## config.mk

```make
export PLATFORM = sky130hd
export DESIGN_NAME = sobel_window_sequencer_flat
export DESIGN_NICKNAME = d
export VERILOG_FILES = /design/src/rtl/sobel_pkg.sv /design/src/rtl/sobel_window_sequencer_if.sv /design/src/rtl/sobel_line_buffer.sv /design/src/rtl/sobel_window_sequencer.sv /design/src/flat_wrapper.sv
export SDC_FILE = /design/constraint.sdc
export NUM_CORES = 1
export LEC_CHECK = 0
export CORE_MARGIN = 2
export CORE_UTILIZATION = 25
export CTS_CLUSTER_SIZE = 12
export DETAILED_ROUTE_END_ITERATION = 7
export SLEW_MARGIN = 20
export SYNTH_ARGS = -nofsm -noshare
export SYNTH_HDL_FRONTEND = slang
export SYNTH_SLANG_ARGS = --single-unit
```

## constraint.sdc

```tcl
create_clock -name clock -period 17.6 [get_ports clock]
set_clock_uncertainty 0.2 [all_clocks]
set_input_delay 1.76 -clock clock [delete_from_list [all_inputs] [get_ports clock]]
set_output_delay 1.76 -clock clock [all_outputs]
set_load 0.1 [all_outputs]
```

## src/rtl/sobel_pkg.sv

```systemverilog
// Shared definitions for the Sobel window sequencer: FSM encoding, window indices
// and the operand packing that software and the Sobel CI also rely on.
package sobel_pkg;

  localparam int PIXEL_W = 8;

  // Window positions, row-major with p0 at top-left.
  localparam int P0 = 0;
  localparam int P1 = 1;
  localparam int P2 = 2;
  localparam int P3 = 3;
  localparam int P4 = 4;
  localparam int P5 = 5;
  localparam int P6 = 6;
  localparam int P7 = 7;
  localparam int P8 = 8;

  typedef logic [PIXEL_W-1:0] pixel_t;
  typedef logic [8:0][PIXEL_W-1:0] window_t;

  typedef enum logic [1:0] {
    ST_ACCEPT = 2'd0,
    ST_ISSUE  = 2'd1,
    ST_WAIT   = 2'd2,
    ST_OUTPUT = 2'd3
  } state_t;

  function automatic int idx_w(input int n);
    return (n > 1) ? $clog2(n) : 1;
  endfunction

  function automatic logic [31:0] pack_a(input window_t w);
    return {w[P3], w[P2], w[P1], w[P0]};
  endfunction

  function automatic logic [31:0] pack_b(input window_t w);
    return {w[P8], w[P7], w[P6], w[P5]};
  endfunction

endpackage

```

## src/rtl/sobel_window_sequencer_if.sv

```systemverilog
// Pixel-in, CI and edge-out signals of the Sobel window sequencer.
interface sobel_window_sequencer_if;
  import sobel_pkg::*;

  // Handshakes: a pixel transfers on a rising edge where pixelValid && pixelReady;
  // an edge result transfers where edgeValid && outReady; edgeValid/edgeOut hold
  // until taken. ciStart is a one-cycle request, ciDone a one-cycle completion.
  logic        frameStart;
  logic        pixelValid;
  pixel_t      pixelIn;
  logic        pixelReady;
  logic        ciStart;
  logic [31:0] ciValueA;
  logic [31:0] ciValueB;
  logic [7:0]  ciIseId;
  logic        ciDone;
  logic [31:0] ciResult;
  logic        edgeValid;
  logic [31:0] edgeOut;
  logic        outReady;
  logic        busy;

  // master: the surroundings (pixel source, CI, consumer); slave: the sequencer.
  modport master (
    output frameStart, pixelValid, pixelIn, ciDone, ciResult, outReady,
    input  pixelReady, ciStart, ciValueA, ciValueB, ciIseId, edgeValid, edgeOut, busy
  );

  modport slave (
    input  frameStart, pixelValid, pixelIn, ciDone, ciResult, outReady,
    output pixelReady, ciStart, ciValueA, ciValueB, ciIseId, edgeValid, edgeOut, busy
  );

endinterface

```

## src/rtl/sobel_line_buffer.sv

```systemverilog
// One image line of pixels indexed by column; read-before-write so the output is
// the pixel stored one line earlier at the same column.
module sobel_line_buffer
  import sobel_pkg::*;
#(
  parameter  int LINE_WIDTH = 16,
  localparam int IDX_W      = idx_w(LINE_WIDTH)
) (
  input  logic             clock,
  input  logic             reset,
  input  logic             we,
  input  logic [IDX_W-1:0] idx,
  input  pixel_t           din,
  output pixel_t           dout
);

  pixel_t mem [LINE_WIDTH];

  assign dout = mem[idx];

  always_ff @(posedge clock or posedge reset) begin
    if (reset) begin
      for (int i = 0; i < LINE_WIDTH; i++) begin
        mem[i] <= '0;
      end
    end else if (we) begin
      mem[idx] <= din;
    end
  end

endmodule

```

## src/rtl/sobel_window_sequencer.sv

```systemverilog
// Builds 3x3 windows from a raster pixel stream, issues one Sobel CI operation per
// complete window and hands the captured result to the consumer.
module sobel_window_sequencer
  import sobel_pkg::*;
#(
  parameter int         LINE_WIDTH          = 16,
  parameter logic [7:0] customInstructionId = 8'd0
) (
  input  logic                      clock,
  input  logic                      reset,
  sobel_window_sequencer_if.slave   bus,
  output state_t                    state_dbg
);

  localparam int               COL_W    = idx_w(LINE_WIDTH);
  localparam logic [COL_W-1:0] LAST_COL = COL_W'(LINE_WIDTH - 1);

  state_t           state;
  logic [COL_W-1:0] col;
  logic [1:0]       row;
  window_t          win;

  logic        ready_q;
  logic        ci_start_q;
  logic        edge_valid_q;
  logic        busy_q;
  logic [31:0] value_a_q;
  logic [31:0] value_b_q;
  logic [7:0]  ise_id_q;
  logic [31:0] edge_out_q;

  logic             accept;
  logic [COL_W-1:0] col_eff;
  logic [COL_W-1:0] col_next;
  logic [1:0]       row_eff;
  logic [1:0]       row_next;
  logic             window_ok;
  pixel_t           top_px;
  pixel_t           mid_px;
  window_t          win_next;

  assign accept = (state == ST_ACCEPT) && ready_q && bus.pixelValid;

  // frameStart re-homes the accepted pixel to (0,0); stale line data is never
  // used because row gating keeps the first two lines from issuing.
  always_comb begin
    col_eff   = bus.frameStart ? '0 : col;
    row_eff   = bus.frameStart ? 2'd0 : row;
    window_ok = (row_eff == 2'd2) && (col_eff >= COL_W'(2));
    col_next  = (col_eff == LAST_COL) ? '0 : col_eff + COL_W'(1);
    row_next  = ((col_eff == LAST_COL) && (row_eff != 2'd2)) ? row_eff + 2'd1 : row_eff;
  end

  always_comb begin
    win_next     = win;
    win_next[P0] = win[P1];
    win_next[P1] = win[P2];
    win_next[P2] = top_px;
    win_next[P3] = win[P4];
    win_next[P4] = win[P5];
    win_next[P5] = mid_px;
    win_next[P6] = win[P7];
    win_next[P7] = win[P8];
    win_next[P8] = bus.pixelIn;
  end

  sobel_line_buffer #(.LINE_WIDTH(LINE_WIDTH)) u_line_mid (
    .clock (clock),
    .reset (reset),
    .we    (accept),
    .idx   (col_eff),
    .din   (bus.pixelIn),
    .dout  (mid_px)
  );

  sobel_line_buffer #(.LINE_WIDTH(LINE_WIDTH)) u_line_top (
    .clock (clock),
    .reset (reset),
    .we    (accept),
    .idx   (col_eff),
    .din   (mid_px),
    .dout  (top_px)
  );

  always_ff @(posedge clock or posedge reset) begin
    if (reset) begin
      state        <= ST_ACCEPT;
      col          <= '0;
      row          <= 2'd0;
      win          <= '0;
      ready_q      <= 1'b0;
      ci_start_q   <= 1'b0;
      edge_valid_q <= 1'b0;
      busy_q       <= 1'b0;
      value_a_q    <= '0;
      value_b_q    <= '0;
      ise_id_q     <= '0;
      edge_out_q   <= '0;
    end else begin
      if (accept) begin
        win <= win_next;
        col <= col_next;
        row <= row_next;
      end
      case (state)
        ST_ACCEPT: begin
          ready_q <= 1'b1;
          if (accept && window_ok) begin
            state      <= ST_ISSUE;
            ready_q    <= 1'b0;
            busy_q     <= 1'b1;
            ci_start_q <= 1'b1;
            value_a_q  <= pack_a(win_next);
            value_b_q  <= pack_b(win_next);
            ise_id_q   <= customInstructionId;
          end
        end
        ST_ISSUE: begin
          ci_start_q <= 1'b0;
          if (bus.ciDone) begin
            state        <= ST_OUTPUT;
            edge_out_q   <= bus.ciResult;
            edge_valid_q <= 1'b1;
            value_a_q    <= '0;
            value_b_q    <= '0;
            ise_id_q     <= '0;
          end else begin
            state <= ST_WAIT;
          end
        end
        ST_WAIT: begin
          if (bus.ciDone) begin
            state        <= ST_OUTPUT;
            edge_out_q   <= bus.ciResult;
            edge_valid_q <= 1'b1;
            value_a_q    <= '0;
            value_b_q    <= '0;
            ise_id_q     <= '0;
          end
        end
        ST_OUTPUT: begin
          if (bus.outReady) begin
            state        <= ST_ACCEPT;
            edge_valid_q <= 1'b0;
            busy_q       <= 1'b0;
            ready_q      <= 1'b1;
          end
        end
        default: state <= ST_ACCEPT;
      endcase
    end
  end

  assign bus.pixelReady = ready_q;
  assign bus.ciStart    = ci_start_q;
  assign bus.ciValueA   = value_a_q;
  assign bus.ciValueB   = value_b_q;
  assign bus.ciIseId    = ise_id_q;
  assign bus.edgeValid  = edge_valid_q;
  assign bus.edgeOut    = edge_out_q;
  assign bus.busy       = busy_q;
  assign state_dbg      = state;

endmodule
```

## src/flat_wrapper.sv

```systemverilog
// flat-port wrapper written by rule: the top's interface ports become plain ports
module sobel_window_sequencer_flat import sobel_pkg::*;
#(
  parameter int         LINE_WIDTH          = 16,
  parameter logic [7:0] customInstructionId = 8'd0
)
  (clock, reset, state_dbg, bus_frameStart, bus_pixelValid, bus_pixelIn, bus_ciDone, bus_ciResult, bus_outReady, bus_pixelReady, bus_ciStart, bus_ciValueA, bus_ciValueB, bus_ciIseId, bus_edgeValid, bus_edgeOut, bus_busy);
  sobel_window_sequencer_if bus_i ();
  input  logic clock;
  input  logic reset;
  output state_t state_dbg;
  input wire logic [$bits(bus_i.frameStart)-1:0] bus_frameStart;
  input wire logic [$bits(bus_i.pixelValid)-1:0] bus_pixelValid;
  input wire logic [$bits(bus_i.pixelIn)-1:0] bus_pixelIn;
  input wire logic [$bits(bus_i.ciDone)-1:0] bus_ciDone;
  input wire logic [$bits(bus_i.ciResult)-1:0] bus_ciResult;
  input wire logic [$bits(bus_i.outReady)-1:0] bus_outReady;
  output wire logic [$bits(bus_i.pixelReady)-1:0] bus_pixelReady;
  output wire logic [$bits(bus_i.ciStart)-1:0] bus_ciStart;
  output wire logic [$bits(bus_i.ciValueA)-1:0] bus_ciValueA;
  output wire logic [$bits(bus_i.ciValueB)-1:0] bus_ciValueB;
  output wire logic [$bits(bus_i.ciIseId)-1:0] bus_ciIseId;
  output wire logic [$bits(bus_i.edgeValid)-1:0] bus_edgeValid;
  output wire logic [$bits(bus_i.edgeOut)-1:0] bus_edgeOut;
  output wire logic [$bits(bus_i.busy)-1:0] bus_busy;
  assign bus_i.frameStart = bus_frameStart;
  assign bus_i.pixelValid = bus_pixelValid;
  assign bus_i.pixelIn = bus_pixelIn;
  assign bus_i.ciDone = bus_ciDone;
  assign bus_i.ciResult = bus_ciResult;
  assign bus_i.outReady = bus_outReady;
  assign bus_pixelReady = bus_i.pixelReady;
  assign bus_ciStart = bus_i.ciStart;
  assign bus_ciValueA = bus_i.ciValueA;
  assign bus_ciValueB = bus_i.ciValueB;
  assign bus_ciIseId = bus_i.ciIseId;
  assign bus_edgeValid = bus_i.edgeValid;
  assign bus_edgeOut = bus_i.edgeOut;
  assign bus_busy = bus_i.busy;
  sobel_window_sequencer #(.LINE_WIDTH(LINE_WIDTH), .customInstructionId(customInstructionId)) u_core (.clock(clock), .reset(reset), .bus(bus_i), .state_dbg(state_dbg));
endmodule
```

# Word level (Yosys, flattened, before mapping)
# Index checks and enable logic that the tools add are counted.
# totals
reg_bits,420
word_cells,120
output_inout_bits,110
inputBits,46
# op_classes
n_addsub,2
n_bitwise,1
reduce_logical,19
mux,36
magnitude_cmp,3
eq_ne,10
# op_table
op,count
$bwmux 128,2
$pmux 32 s2,2
$mux 32,3
$bmux 8 s4,2
$mux 8,7
$demux 8 s4,1
$pmux 8 s2,1
$reduce_and 3->1,4
$mux 2,5
$mux 4,2
$ne 2x2->1 const B,4
$pmux 1 s2,4
$pmux 2 s4,1
$reduce_bool 2->1,4
$eq 2x2->1 const B,3
$logic_and 1x1->1,6
$mux 1,6
$reduce_and 2->1,3
$ge 5x5->1 const B,1
$lt 5x1->1 const B,1
$not 4->5,1
$add 4x1->4 const B,1
$eq 4x4->1 const B,1
$ge 4x2->1 const B,1
5 further kinds,5

# Longest topological paths before layout
# depth
ltp_word,7
ltp_mapped,12
depth_no_buf,7

# Cells and area by module
# Synthesis repeated with hierarchy kept, for this count alone.
# hier_totals
cells_unflattened,1237
area_unflattened_um2,17777.0
# by_module_without_submodules
mod,cells_per_inst,seq_area_each_um2,area_per_inst_um2,instances
sobel_line_buffer,369,3203.1,5860.6,2
sobel_window_sequencer,499,3903.7,6055.8,1

# Worst setup path after synthesis
# OpenSTA, ideal clock, no wires.
# synth_path
kind,input to register
start,input port bus_frameStart
end,"register u_core.value_b_q[2], in the netlist u_core.bus.ciValueB[2]"
stages,11
required_time_ns,17.305
setup_slack_ns,13.435
path_buffers,5
setup_ns,0.095
arrival_ns,3.870
cell_sequence,buf_4 -> buf_6 -> clkbuf_1 -> nand2b_1 -> ha_1 -> nand4b_1 -> o21ai_2 -> or3b_1 -> clkbuf_1 -> buf_2 -> o31ai_1
# synth_between
elab_chain_cells,7
word_cells_on_any_way,14
cone_classes,order compare: 1; eq/ne: 2; mux: 7; bitwise: 1; reduce/logical: 3
# synth_rtl
element,line,source
"start, declared",flat_wrapper.sv:12,input wire logic [$bits(bus_i.frameStart)-1:0] bus_frameStart;
$mux 4,sobel_window_sequencer.sv:47,col_eff = bus.frameStart ? '0 : col;
$not 4->5 (not written as such),sobel_line_buffer.sv:19,assign dout = mem[idx];
$bmux 8 s4,sobel_line_buffer.sv:19,
$mux 8 (not written as such) (2 in a row),sobel_line_buffer.sv:19,
$mux 32,sobel_window_sequencer.sv:108,if (accept && window_ok) begin
$pmux 32 s2,sobel_window_sequencer.sv:105,case (state)
"end signal, assigned",sobel_window_sequencer.sv:114,value_b_q <= pack_b(win_next);
"end, declared",sobel_window_sequencer.sv:28,logic [31:0] value_b_q;
# Parallel ways exist; a longest one is shown, timed or not. The select of a mux whose other input is x is not followed.
# A chain may end at the register's enable or synchronous reset.

# Worst setup path in the final report
# layout_path
start,input port bus_frameStart
end,register u_core.u_line_mid.mem[31] in the netlist's numbering
# layout_between
elab_chain_cells,7
word_cells_on_any_way,8
cone_classes,order compare: 2; mux: 4; bitwise: 1; reduce/logical: 1
# layout_rtl
element,line,source
$mux 4 (*),sobel_window_sequencer.sv:47,
$not 4->5 (not written as such) (*),sobel_line_buffer.sv:27,mem[idx] <= din;
$ge 5x5->1 (not written as such) or $lt 5x1->1 (tied branches),sobel_line_buffer.sv:27,
$logic_and 1x1->1 (not written as such),sobel_line_buffer.sv:27,
$mux 8 (not written as such),sobel_line_buffer.sv:27,
$demux 8 s4 (*),sobel_line_buffer.sv:27,
$bwmux 128 (*),sobel_line_buffer.sv:27,
"end signal, assigned by index",sobel_line_buffer.sv:27,
"end, declared",sobel_line_buffer.sv:17,pixel_t mem [LINE_WIDTH];
# Every way passes the cells marked *; elsewhere a longest branch is shown, timed or not.

==> results.md <==
* RSZ-0062 raised after global routing: no
* Initial antenna violation count at 3
* Drt wl/cell at 19.24 µm
* Drt pass-1 iters at 5
* Sequential area share after synthesis at 0.5700
* Diode count at 0
* Most frequent cells in the layout: 411 x dfrtp_1, 292 x nand2_1, 218 x mux2_2
* Critical path type: in -> reg
* Core ar. at 71,610 µm²
* Worst path cell trace: clkdlybuf4s50_1, buf_4, nor2b_1, inv_2, ha_1, nand2_1, mux2_2
* Final hold vios at 0
* Die area at 74,510 µm²
* P&R area growth vs syn at 19.67%
* Number of routed nets with antenna violations at 0
* Iteration-0 DRC Markers at 846
* Avg Inst Size Synth at 11.89 µm²
* Starting Density at 0.2526
* Vias per std cell at 4.677
* Outcome: finished, final reports clean
* WP buf/inv at 3
* CTS tree: done
* Most common cell after layout, fill and taps aside: dfrtp_1
* Total Routed Length at 49,860 µm
* Seq cells post-synth at 412
* Setup TNS Final at 0 ns
* Share of layout cells above drive strength 1 at 0.2090
* Worst EP required at 17.87 ns
* Post-layout minimum cycle time at 5.051 ns
* Number of gates resized after cts at 0
* Worst Tran Pin Value at 1.084 ns
* Vias in the first global route at 12,520
* Critical Path AT at 5.32 ns
* Number of synthesis warnings at 0
* Slew HR at 0.2757
* Critical Path Slowest Stage Cell: nor2b_1
* MaxCap Viol Count at 0
* Die Y-Extent at 273.0 µm
* Clk_lat worst skew at 0.59 ns
* Synth cell types at 69
* Pre-CTS setup slack at 12.00 ns
* Final Max Tran Viols at 0
* Final #Nets at 1,672
* Cells after synthesis at 1,521
* CTS Hold Bufs at 0
* Worst setup EP type: register
* Routability cong. at 0.8115
* GRT Total Usage at 0.1340
* Fin util at 0.3022
* Post-synth EDFFs at 0
* Port Buffers at 147
* Maximum number of pins on one net before global-route repair at 192
* CTS Buffer Depth at 3
* Site row count at 98
* Final Cycle Share at 0.2870
* Width of the die at 273.0 µm
* Worst hold-check path type: reg -> reg
* Via count at 12,120
* Clock sinks at 412
* CP Max Fanout at 34
* CTS root buffer: clkbuf_16
* Crit path max-delay family: simple AND/OR/NAND/NOR gates
* Setup ws final at 12.55 ns
* Ys async rst share at 1.000
* Boundary Pins at 156
* H-Tree Level Count at 2
* Setup violators final at 0
* Most used DFF post-synth: dfrtp_1
* First-pass GRT wire length at 77,040 µm
* FMAX at 198.0 MHz
* # DRC at 0
* Crit-path max cell delay at 0.89 ns
* Critical Path Source Type: input pin
* Total power per unit cell area at 204.7 nW/µm²
* Register clock-pin slew on the reported worst setup and hold paths at 0.06 ns
* Setup Buffers After CTS at 0
* Cell area after synthesis at 18,090 µm²
* Overflow after GRT at 0
* Leakage power at 0.009962 µW
* DP HPWL at 31,780 µm
* VDD IR-drop max at 162.4 µV
* Inserted Clock Buffers at 43
==> worst min-delay path, cell delays in order, from the launching register on <==
cell	delay, ns
dfrtp_1	0.34
nand2_1	0.05
nand2_1	0.05
==> kinds of logic after synthesis <==
family                   after synthesis  share of synthesized area
buffers and inverters                138                    0.03964
AO/OA/AOI/OAI                        254                    0.09934
AND/OR/NAND/NOR                      425                     0.1096
other                                  1                  0.0002073
flip-flops                           412                     0.5700
adder cells (fa/ha/maj)                7                   0.004842
multiplexers                         284                     0.1763
==> path summary, 6_finish.rpt <==
check                                           from                         end  slack (ns)  depth (start not counted)
max                                   bus_frameStart   u_core.u_line_mid.mem[31]       12.55                          7
min                        u_core.u_line_mid.mem[78]   u_core.u_line_mid.mem[78]        0.27                          2
max reg2reg                            u_core.col[1]   u_core.u_line_mid.mem[31]       12.98                          6
min reg2reg                u_core.u_line_mid.mem[78]   u_core.u_line_mid.mem[78]        0.27                          2
max in group asynchronous                      reset  u_core.u_line_mid.mem[100]       14.26                          4
min in group asynchronous                      reset     u_core.bus.ciValueA[21]        1.47                          2
==> cells in the mapped netlist (all sizes together), types with 5 or more instances <==
library cell,number,area share
mux2,227,0.14
a211oi,6,0.0036
a22oi,7,0.0029
nand4,6,0.0029
o21ai,76,0.021
o211ai,8,0.0033
clkbuf,40,0.0083
a32o,6,0.0033
nand3,23,0.0080
nor3,14,0.0054
ha,7,0.0048
nor2b,11,0.0038
nand2b,7,0.0024
mux4,5,0.0062
a31oi,9,0.0031
inv,12,0.0026
o22ai,17,0.0059
nand2,293,0.061
a21oi,22,0.0063
buf,86,0.029
dfrtp,412,0.57
nor2,37,0.0080
a22o,73,0.035
nor3b,9,0.0040
o31ai,12,0.0050
nand3b,6,0.0032
mux2i,52,0.029
==> final cells by class <==
class	count	area, µm²
sequential	412	10310
clock inverter	9	91.34
clock buffer	58	1192
multi-input combinational	978	7113
inverter	12	55.05
fill	7265	49970
timing repair buffer	172	1689
tap	950	1189
==> flip-flops by register name (all words and copies together) (netlist names) <==
name                   count
u_core.bus.pixelReady      1
u_core.bus.ciStart         1
u_core.bus.ciValueA       32
u_core.win                48
u_core.bus.busy            1
u_core.state_dbg           2
u_core.bus.ciValueB       32
u_core.bus.edgeValid       1
u_core.u_line_top.mem    128
u_core.u_line_mid.mem    128
u_core.bus.edgeOut        32
u_core.row                 2
u_core.col                 4
==> through the flow <==
step / cells / total power [µW] / hold WS (ns) / instance area (µm²)
5_1_grt: 2591 / 4677 / 0.2891 / 21640
4_1_cts: 2589 / 4467 / 0.2686 / 21600
3_5_place_dp: 2522 / 3601 / 0.2553 / 20320
2_1_floorplan: 1528 / 3072 / 0.2348 / 18110
3_3_place_gp: 2522 / 3551 / 0.2463 / 20320
6_report: 2591 / 4431 / 0.2660 / 21640
==> power breakdown <==
group | switching, µW | internal [µW] | leakage [µW]
logic | 1420 | 636 | 0.00403
clock network | 376 | 474 | 0.000626
registers | 223 | 1310 | 0.00531
==> per-layer routing <==
| layer | up-vias | share of wire | GRT usage |
|---|---|---|---|
| li1 | 5539 | - | - |
| met1 | 6146 | 0.43 | 0.1703 |
| met2 | 331 | 0.48 | 0.2262 |
| met3 | 95 | 0.055 | 0.02785 |
| met4 | 6 | 0.029 | 0.04530 |
| met5 | - | 0.00060 | 0 |
Note: power is estimated with default switching activity, not from simulation.
==> patch: new RTL, same settings <==
Reset style: synchronous (`reset`), changed in 2 clocked blocks.
--- a/src/rtl/sobel_line_buffer.sv
+++ b/src/rtl/sobel_line_buffer.sv
@@ -18,7 +18,7 @@
 
   assign dout = mem[idx];
 
-  always_ff @(posedge clock or posedge reset) begin
+  always_ff @(posedge clock) begin
     if (reset) begin
       for (int i = 0; i < LINE_WIDTH; i++) begin
         mem[i] <= '0;
--- a/src/rtl/sobel_window_sequencer.sv
+++ b/src/rtl/sobel_window_sequencer.sv
@@ -82,7 +82,7 @@
     .dout  (top_px)
   );
 
-  always_ff @(posedge clock or posedge reset) begin
+  always_ff @(posedge clock) begin
     if (reset) begin
       state        <= ST_ACCEPT;
       col          <= '0;
Check against the original RTL: differs if reset is asserted again (counterexample within 4 cycles, from zero or initial values and one cycle with reset high); with reset held inactive, the same outputs for 10 cycles.
==> patch against the unedited design <==
- count of clock-buffer cells in the layout rose by 9
- wire length rose by 9.0%
- maximum frequency rose by 9.5%
- first-iteration DRC count rose by 64%
- setup slack improved by 440 ps
- synthesized area rose by 3.1%
- utilization fell by 0.20 points
- cell count rose by 4.5%
- sequential cell count did not move
- design area rose by 2.8%
- via count rose by 10%
- critical path type unchanged
- largest cell class unchanged
Power is not compared: it rests on default switching activity, and its combinational part moved more than twofold at a synthesized area within 25%.
==> patch: results (changes against the unedited design) <==
| Metric | Value |
|---|---|
| Post-synthesis mux area share | `5.585% (-12 points)` |
| Sequential area share after synthesis | `58.00% (+1.0 points)` |
| Global-route wire length before repair | `82.57 mm (+7.2%)` |
| EDFF count, synth | `256 (+256)` |
| Grt met2 use | `24.06% (+1.4 points)` |
| CP Capture Point | `u_core.u_line_mid.mem[1][4]` |
| Top_reg_cell synth | `edfxtp_1` |
| Share of layout cells above drive strength 1 | `11.97% (-8.9 points)` |
| Fraction of registers with async set/reset | `0% (-100 points)` |
| Wire length on met3 | `3.548 mm (+30%)` |
| Global routing usage on met1 | `17.50% (+0.46 points)` |
| Critical Path Fanout Max | `53 (+56%)` |
| Uppermost layer routed | `met4` |
| FF-to-FF Start | `u_core.col[0]` |
| Initial DRC count | `1384 (+64%)` |
| Netlist cell types | `64 (-7.2%)` |
| Total global-route track usage | `13.84% (+0.44 points)` |
| Routed vias | `13380 (+10%)` |
| Met3 Use GR | `2.607% (-0.18 points)` |
| Synth Area in Adders | `0.5371% (+0.053 points)` |
| Met2 Routed Length | `27.28 mm (+13%)` |
| CTS buffer count | `45 (+4.7%)` |
| Status | `finished clean` |
| Relative slew margins | `26.53% (-1.0 points)` |
| Fillers | `7508 (+3.3%)` |
| # nets final | `1758 (+5.1%)` |
| Largest net degree at the start of global routing | `72 (-63%)` |
-- patch: cell types whose count changed after synthesis, moves of 47 or more --
cell	before	now
nand2_1	292	191
edfxtp_1	0	256
a22o_1	73	0
o21ai_0	64	7
mux2_2	218	0
and2_1	1	106
nor3_1	11	102
clkbuf_1	40	87
dfrtp_1	412	0
dfxtp_1	0	156
o31ai_1	12	64
a21oi_1	21	124
-- patch: worst min path at each step --
stage / startpoint / endpoint / depth (start not counted)
3_5_place_dp: u_core.bus.edgeOut[3] / u_core.bus.edgeOut[3] / 2
4_1_cts: u_core.bus.edgeOut[3] / u_core.bus.edgeOut[3] / 2
3_3_place_gp: u_core.bus.edgeOut[3] / u_core.bus.edgeOut[3] / 2
6_report: u_core.bus.edgeOut[3] / u_core.bus.edgeOut[3] / 2
2_1_floorplan: u_core.win[40] / u_core.win[32] / 2
5_1_grt: u_core.win[44] / u_core.win[36] / 2
-- patch: area by class of cell --
class,count,share of cell area (%)
clock inverter,14,0.4725
multi-input combinational,1013,30.95
sequential,412,48.62
inverter,58,0.9788
tap,969,5.451
clock buffer,67,6.030
timing repair buffer,174,7.493
-- patch: worst max-delay path, stage by stage --
cell	delay [ps]
buf_2	130
buf_4	280
nand2b_1	250
inv_2	530
ha_1	390
nand2_1	190
or2_2	440
nand2_1	600
-- patch: stage by stage --
step | power, µW | hold slack [ps] | std cells | worst slack (ps) | cell area, µm²
global placement | 1531 | 241.2 | 2626 | 12560 | 20770
detailed placement | 1538 | 247.5 | 2626 | 12460 | 20780
global route | 2524 | 269.1 | 2707 | 12780 | 22240
finish | 2442 | 254.1 | 2707 | 12990 | 22240
floorplan | 1421 | 232.1 | 1640 | 13170 | 18660
CTS | 2456 | 255.8 | 2707 | 13080 | 22230
